[src/rtl/fetch_stage.sv]
// Instruction fetch stage: PC, single-outstanding imem handshake, IF/ID (p1) register,
// one-entry hold buffer for decode stalls and redirect/flush handling.
module fetch_stage #(
  parameter logic [31:0] RESET_PC = 32'h0000_0000
) (
  input  logic        clk,
  input  logic        reset,
  input  logic        p1_pipeline_regWrite,
  input  logic        redirect_valid,
  input  logic [31:0] redirect_target,
  output logic        imem_req,
  output logic [31:0] imem_addr,
  input  logic        imem_rvalid,
  input  logic [31:0] imem_rdata,
  output logic [15:0] p1_aluInstr,
  output logic [15:0] p1_memInstr,
  output logic [31:0] p1_pc,
  output logic        p1_valid
);

  typedef enum logic [1:0] {StFetch, StHold, StDrain} state_e;

  localparam logic [31:0] AlignMask = 32'hFFFF_FFFC;

  state_e      r_state, w_state_d;
  logic [31:0] r_pc, w_pc_d;
  logic [31:0] r_p1_instr, w_p1_instr_d;
  logic [31:0] r_p1_pc, w_p1_pc_d;
  logic        r_p1_valid, w_p1_valid_d;
  logic [31:0] r_hold_instr, w_hold_instr_d;
  logic [31:0] r_hold_pc, w_hold_pc_d;
  logic [31:0] r_pend, w_pend_d;

  logic        w_can_accept;
  logic [31:0] w_target;

  assign w_can_accept = p1_pipeline_regWrite | ~r_p1_valid;
  assign w_target     = redirect_target & AlignMask;

  // Request is a function of FSM state only; held low while reset is asserted.
  assign imem_req    = reset & (r_state != StHold);
  assign imem_addr   = r_pc;
  assign p1_aluInstr = r_p1_instr[15:0];
  assign p1_memInstr = r_p1_instr[31:16];
  assign p1_pc       = r_p1_pc;
  assign p1_valid    = r_p1_valid;

  // Next-state and datapath updates for the fetch FSM.
  always_comb begin
    w_state_d      = r_state;
    w_pc_d         = r_pc;
    w_p1_instr_d   = r_p1_instr;
    w_p1_pc_d      = r_p1_pc;
    w_p1_valid_d   = r_p1_valid;
    w_hold_instr_d = r_hold_instr;
    w_hold_pc_d    = r_hold_pc;
    w_pend_d       = r_pend;

    // Flush dominates stall in every state.
    if (redirect_valid) begin
      w_p1_valid_d = 1'b0;
    end

    unique case (r_state)
      StFetch: begin
        if (redirect_valid) begin
          if (imem_rvalid) begin
            // Wrong-path data discarded; request already complete.
            w_pc_d = w_target;
          end else begin
            // Outstanding request must complete at the old address first.
            w_pend_d  = w_target;
            w_state_d = StDrain;
          end
        end else if (imem_rvalid) begin
          w_pc_d = r_pc + 32'd4;
          if (w_can_accept) begin
            w_p1_instr_d = imem_rdata;
            w_p1_pc_d    = r_pc;
            w_p1_valid_d = 1'b1;
          end else begin
            w_hold_instr_d = imem_rdata;
            w_hold_pc_d    = r_pc;
            w_state_d      = StHold;
          end
        end else if (p1_pipeline_regWrite) begin
          w_p1_valid_d = 1'b0;
        end
      end
      StHold: begin
        if (redirect_valid) begin
          w_pc_d    = w_target;
          w_state_d = StFetch;
        end else if (p1_pipeline_regWrite) begin
          w_p1_instr_d = r_hold_instr;
          w_p1_pc_d    = r_hold_pc;
          w_p1_valid_d = 1'b1;
          w_state_d    = StFetch;
        end
      end
      StDrain: begin
        if (imem_rvalid) begin
          // A redirect arriving with the completion wins over the older target.
          w_pc_d    = redirect_valid ? w_target : r_pend;
          w_state_d = StFetch;
        end else if (redirect_valid) begin
          w_pend_d = w_target;
        end
      end
      default: begin
        w_state_d = StFetch;
      end
    endcase
  end

  // FSM state register.
  always_ff @(posedge clk or negedge reset) begin
    if (!reset) begin
      r_state <= StFetch;
    end else begin
      r_state <= w_state_d;
    end
  end

  // PC, p1 pipeline register, hold buffer and pending redirect target.
  always_ff @(posedge clk or negedge reset) begin
    if (!reset) begin
      r_pc         <= RESET_PC & AlignMask;
      r_p1_instr   <= 32'd0;
      r_p1_pc      <= 32'd0;
      r_p1_valid   <= 1'b0;
      r_hold_instr <= 32'd0;
      r_hold_pc    <= 32'd0;
      r_pend       <= 32'd0;
    end else begin
      r_pc         <= w_pc_d;
      r_p1_instr   <= w_p1_instr_d;
      r_p1_pc      <= w_p1_pc_d;
      r_p1_valid   <= w_p1_valid_d;
      r_hold_instr <= w_hold_instr_d;
      r_hold_pc    <= w_hold_pc_d;
      r_pend       <= w_pend_d;
    end
  end

endmodule

[config.mk]
export PLATFORM = sky130hd
export DESIGN_NAME = fetch_stage
export DESIGN_NICKNAME = d
export VERILOG_FILES = /design/src/rtl/fetch_stage.sv
export SDC_FILE = /design/constraint.sdc
export NUM_CORES = 1
export LEC_CHECK = 0
export CAP_MARGIN = 20
export CORE_ASPECT_RATIO = 1.5
export CORE_UTILIZATION = 40
export CTS_BUF_LIST = sky130_fd_sc_hd__clkbuf_4
export CTS_CLUSTER_SIZE = 12
export DETAILED_ROUTE_END_ITERATION = 10
export PLACE_DENSITY = 0.68
export SETUP_SLACK_MARGIN = 0.2
export SLEW_MARGIN = 30
export SYNTH_ARGS = -nofsm -noshare
export SYNTH_HDL_FRONTEND = slang
export SYNTH_SLANG_ARGS = --single-unit
[constraint.sdc]
create_clock -name clk -period 3.59 [get_ports clk]
set_clock_uncertainty 0.15 [all_clocks]
set_input_delay 0.8975 -clock clk [delete_from_list [all_inputs] [get_ports clk]]
set_output_delay 0.8975 -clock clk [all_outputs]
set_load 0.1 [all_outputs]
======== Yosys cells after proc, flatten, opt, wreduce, memory -nomap -nowiden ========
Index checks and enable logic that the tools add are counted.
storage, ports and cells
  bits of input ports ..................... 69
  register bits after elaboration ......... 195
  word-level logic and storage cells ...... 79
  output and inout bits ................... 98
operators by class
  multiplexer cells ....................... 39
  bitwise logic cells ..................... 5
  equal/unequal tests ..................... 17
  $add $sub $neg .......................... 1
  reduce and logical (&&, ||, !) cells .... 9
operator list
  operator                                                count
  2-to-1 mux 32 bit                                       19
  one-hot mux 32 bit (2 select lines)                     3
  one-hot mux 32 bit (3 select lines)                     1
  adder 32 x 3 -> 32 bit (second input constant)          1
  inequality test 2 bit (second input constant)           10
  2-to-1 mux 2 bit                                        7
  inequality test 3 bit (second input constant)           4
  AND reduction 4 bit                                     3
  2-to-1 mux 1 bit                                        7
  one-hot mux 2 bit (3 select lines)                      1
  AND reduction 6 bit                                     1
  AND reduction 5 bit                                     1
  nonzero test 2 bit                                      2
  inverter 1 bit                                          3
  nonzero test 3 bit                                      1
  == test 2 x 1 -> 1 bit (second input constant)          1
  == test 2 bit (second input constant)                   1
  logical NOT 2 bit                                       1
  inequality test 2 x 1 -> 1 bit (second input constant)  1
  one-hot mux 1 bit (2 select lines)                      1
  AND 1 bit                                               1
  OR 1 bit                                                1

======== Depth between registers and ports, before layout ========
  word-level depth ........................ 6
  depth in mapped cells ................... 11
  gate-level depth less buffers ........... 7

======== Worst setup path before layout ========
No wires, ideal clock.
  path type ............................... flip-flop to output port
  start ................................... register r_state[0]
  end ..................................... output port imem_req
  cell stages (with the launch flop) ...... 5
  arrival time ............................ 2,420 ps
  required time ........................... 2,543 ps
  buffers on the path ..................... 2
  setup slack ............................. 122 ps
  cells stage by stage .................... dfrtp_1 ha_1 clkbuf_1 clkbuf_1 nor2b_1
between the ends
  word-level cells in the longest chain between the ends .. 2
RTL lines
  what                            line  RTL
  start, declared                 25    state_e r_state, w_state_d;
  start signal, assigned          119   r_state <= StFetch;
  start signal, assigned          121   r_state <= w_state_d;
  inequality test 2 x 1 -> 1 bit  41    assign imem_req = reset & (r_state != StHold);
  AND 1 bit                       41
  end, declared                   11    output logic imem_req,
Every way passes these cells.

======== Worst setup path in the final report ========
  start ................................... input port reset
  end ..................................... output port imem_req
between the ends
  word-level cells in the longest chain between the ends .. 1
RTL lines
  what             line  RTL
  start, declared  7     input logic reset,
  AND 1 bit        41
Every way passes these cells.

==> metrics.md <==
| Metric | Value |
|---|---|
| Result of the run | complete, no violations |
| Core utilization of the finished layout | 0.496 |
| Clock sink count | 195 |
| Horizontal die dimension | 128 um |
| Synth unique cells | 51 |
| Overall global routing resource usage | 0.197 |
| Reg2reg path depth | 7 |
| Cell count after synthesis | 792 |
| Setup bufs post-CTS | 0 |
| Max_slew headroom | 0.490 |
| Num rows | 69 |
| Largest delay contributor family on the critical path | buffers and inverters |
| Vias in the first global route | 6890 |
| Routed length on met1 | 9560 um |
| Syn_nets | 865 |
| Worst setup path category | primary input to output pin |
| Final period util | 0.905 |
| Routability congestion estimate from global placement | 0.781 |
| Most frequent cell on the critical path | sky130_fd_sc_hd__buf_12 |
| Number of violations reported at the end of detailed-routing iteration 0 | 305 |
| Worst Hold Path EP | r_hold_pc[15] |
| Detail Placement HPWL | 15500 um |
| Clock slew at reported path FFs | 0.15 ns |
| Maximum root-to-sink buffer count | 2 |
| Highest metal layer used by the detailed router | met4 |
| Worst min-delay path startpoint | r_hold_pc[15] |
| Type of the worst min-delay path | register to register |
| CTS tree | built |
| Remaining design rule violation count | 0 |
| Area Growth Syn to Fin | 22.3% |
| Startpoint of the most critical register-to-register path | r_state[0] |
| Flop and latch count out of synthesis | 195 |
| Number of warnings reported in the yosys synthesis log | 0 |
| CP max-delay cell | sky130_fd_sc_hd__dlygate4sd3_1 |
| Fraction of layout cells with a size suffix above 1 | 0.414 |
| Overflow left after global routing | 0 |
| Floorplan Core Area | 23700 um^2 |
| Shortest clock period the worst path allows after layout | 3.25 ns |
| Number of setup violations in the final report | 0 |
| Share of synthesized flip-flops with an asynchronous set or reset | 1.00 |
| Slowest cell delay on critical path | 0.58 ns |
| Total Nets Final | 1014 |
| Wire length on met2 | 12000 um |
| Global-route wire length before repair | 37000 um |
| First drt pass iteration count | 5 |
| Die Area | 24600 um^2 |
| Clock tree root buffer cell | sky130_fd_sc_hd__clkbuf_4 |
| Synthesized cell area | 9590 um^2 |
| Number of buffer and inverter instances along the worst setup path | 3 |
| Number of vias per cell after detailed routing | 5.42 |
| Antenna violations before repair | 2 |
| Final hold viol count | 0 |
| Chip height | 192 um |
| Worst skew pair latency | 0.63 ns |
| Series of cell instances along the critical path | dlygate4sd3_1 -> buf_12 -> nor2b_2 -> buf_12 |
| Data required time at the worst endpoint | 2.54 ns |
| Max Fanout on Critical Path | 40 |
| Max-capacitance violation count | 0 |
| Average size of a mapped cell | 12.1 um^2 |
| Endpoint of the lowest-slack register-to-register path | imem_addr[22] |
| Final setup TNS | 0 ns |
| Leading register cell type out of synthesis | sky130_fd_sc_hd__dfrtp_1 |
| H-tree depth | 4 |
| Post-synth EDFFs | 0 |
| Worst reg2reg setup slack | 0.86 ns |
| Routed wl met3 | 1150 um |
| Endpoint kind of the worst setup timing path | output pin |
| I/O pin cnt | 167 |
| Unrepaired setup endpoints after global routing | false |
| Final routed wirelength across all metal layers | 23200 um |
| Vias post-DR | 6916 |
| Slew at the pin with the worst max-slew slack | 0.758 ns |
| Share of synthesized area occupied by flip-flops and latches | 0.509 |
| CTS buffer count | 17 |
| Max-slew violations | 0 |
| Cell count of the worst hold path | 1 |
| Maximum clock rate | 308 MHz |
| Drt wl/cell | 18.2 um |
| Count of buffers inserted at the top-level ports | 164 |
| Worst setup SP type | primary input |
| Starting density of the core | 0.406 |
| Worst Path Arrival | 2.20 ns |
| Maximum number of pins on one net before global-route repair | 158 |
| Post-DRT Antenna Nets | 0 |
[sequential cells by signal (all words and copies together), names as in the netlist]
signal	cells
r_p1_instr	32
r_hold_instr	32
p1_valid	1
r_hold_pc	32
r_pend	32
imem_addr	32
p1_pc	32
r_state	2
[cell usage in the layout, fill, tap and decap left out, drive strengths merged, types with 5 or more instances in the layout]
cell type        n
mux2           229
dfrtp          195
buf            122
clkdlybuf4s50   64
nand2           41
a21oi           38
nor2            35
o21ai           26
inv             21
nor3            17
clkbuf          17
a221oi          13
nand3           11
mux2i           10
nor4            10
nand4           10
o22ai            9
a22o             8
a221o            8
o31ai            6
and3             5
a222oi           5
[worst reg2reg max path: stages (launching register included)]
cell and delay, ns:
sky130_fd_sc_hd__dfrtp_1 0.46, sky130_fd_sc_hd__inv_1 0.11, sky130_fd_sc_hd__ha_1 0.32, sky130_fd_sc_hd__o21ba_2 0.31, sky130_fd_sc_hd__or3_1 0.51, sky130_fd_sc_hd__or4_1 0.53
sky130_fd_sc_hd__a21oi_1 0.15, sky130_fd_sc_hd__a221o_2 0.15
[per-stage QoR]
| stage | std cells | hold WS (ns) | setup slack, ns | area, um^2 |
|---|---|---|---|---|
| 2_1_floorplan | 792 | 0.314 | 0.645 | 9600 |
| 4_1_cts | 1272 | 0.378 | 0.222 | 11700 |
| 3_5_place_dp | 1239 | 0.341 | 0.347 | 11400 |
| 6_report | 1276 | 0.370 | 0.341 | 11700 |
| 5_1_grt | 1275 | 0.387 | 0.238 | 11700 |
| 3_3_place_gp | 1239 | 0.332 | 0.346 | 11400 |
[worst max-delay path by stage]
stage                  startpoint       endpoint  depth (start not counted)
floorplan           imem_addr[10]  imem_addr[22]                          6
global placement      imem_rvalid  imem_addr[22]                          6
detailed placement    imem_rvalid  imem_addr[22]                          6
CTS                         reset       imem_req                          4
global route                reset       imem_req                          4
finish                      reset       imem_req                          4
[layout make-up]
cell class / count / area (um^2)
Antenna cell: 3 / 7.51
Sequential cell: 195 / 4880
Clock buffer: 17 / 128
Fill cell: 2238 / 11900
Tap cell: 319 / 399
Inverter: 14 / 52.6
Multi-Input combinational cell: 526 / 4420
Clock inverter: 15 / 190
Timing Repair Buffer: 187 / 1660
[metal layers]
layer,vias up,global-route usage
met4,0,0.0787
li1,3249,-
met1,3486,0.233
met5,-,0
met2,152,0.337
met3,29,0.0524
[kinds of logic after synthesis]
| kind of cell | Yosys count | share of synthesized area |
|---|---|---|
| buf+inv | 71 | 0.0339 |
| simple gates | 144 | 0.0741 |
| fa+ha+maj | 4 | 0.00522 |
| xor+xnor | 1 | 0.000913 |
| mux | 239 | 0.279 |
| compound gates | 138 | 0.0981 |
| flops | 195 | 0.509 |
[what timing repair did]
action	in CTS	in global routing
endpoints found under the setup margin	0	1
hold endpoints to repair	38	0
gates resized for setup	0	2
hold buffers	1	0
[cell usage after synthesis (5+ instances only)]
master	number	share of area
sky130_fd_sc_hd__nand4_1	8	0.0052
sky130_fd_sc_hd__nor3_1	17	0.0089
sky130_fd_sc_hd__nor2_1	35	0.014
sky130_fd_sc_hd__nand3_1	11	0.0057
sky130_fd_sc_hd__o31ai_1	6	0.0047
sky130_fd_sc_hd__a222oi_1	5	0.0052
sky130_fd_sc_hd__o21ai_0	26	0.014
sky130_fd_sc_hd__buf_2	14	0.0073
sky130_fd_sc_hd__nand2_1	41	0.016
sky130_fd_sc_hd__inv_1	13	0.0051
sky130_fd_sc_hd__a21oi_1	38	0.020
sky130_fd_sc_hd__dfrtp_1	195	0.51
sky130_fd_sc_hd__buf_6	5	0.0059
sky130_fd_sc_hd__a22o_1	7	0.0064
sky130_fd_sc_hd__a221o_1	7	0.0073
sky130_fd_sc_hd__a221oi_1	13	0.012
sky130_fd_sc_hd__nor4_1	10	0.0065
sky130_fd_sc_hd__mux2i_1	10	0.010
sky130_fd_sc_hd__clkbuf_1	35	0.014
sky130_fd_sc_hd__o22ai_1	9	0.0059
sky130_fd_sc_hd__mux2_2	229	0.27
sky130_fd_sc_hd__and3_1	5	0.0033
Power is not shown: default switching activity piles up to over one toggle a cycle in this logic, so the estimate is an artifact.
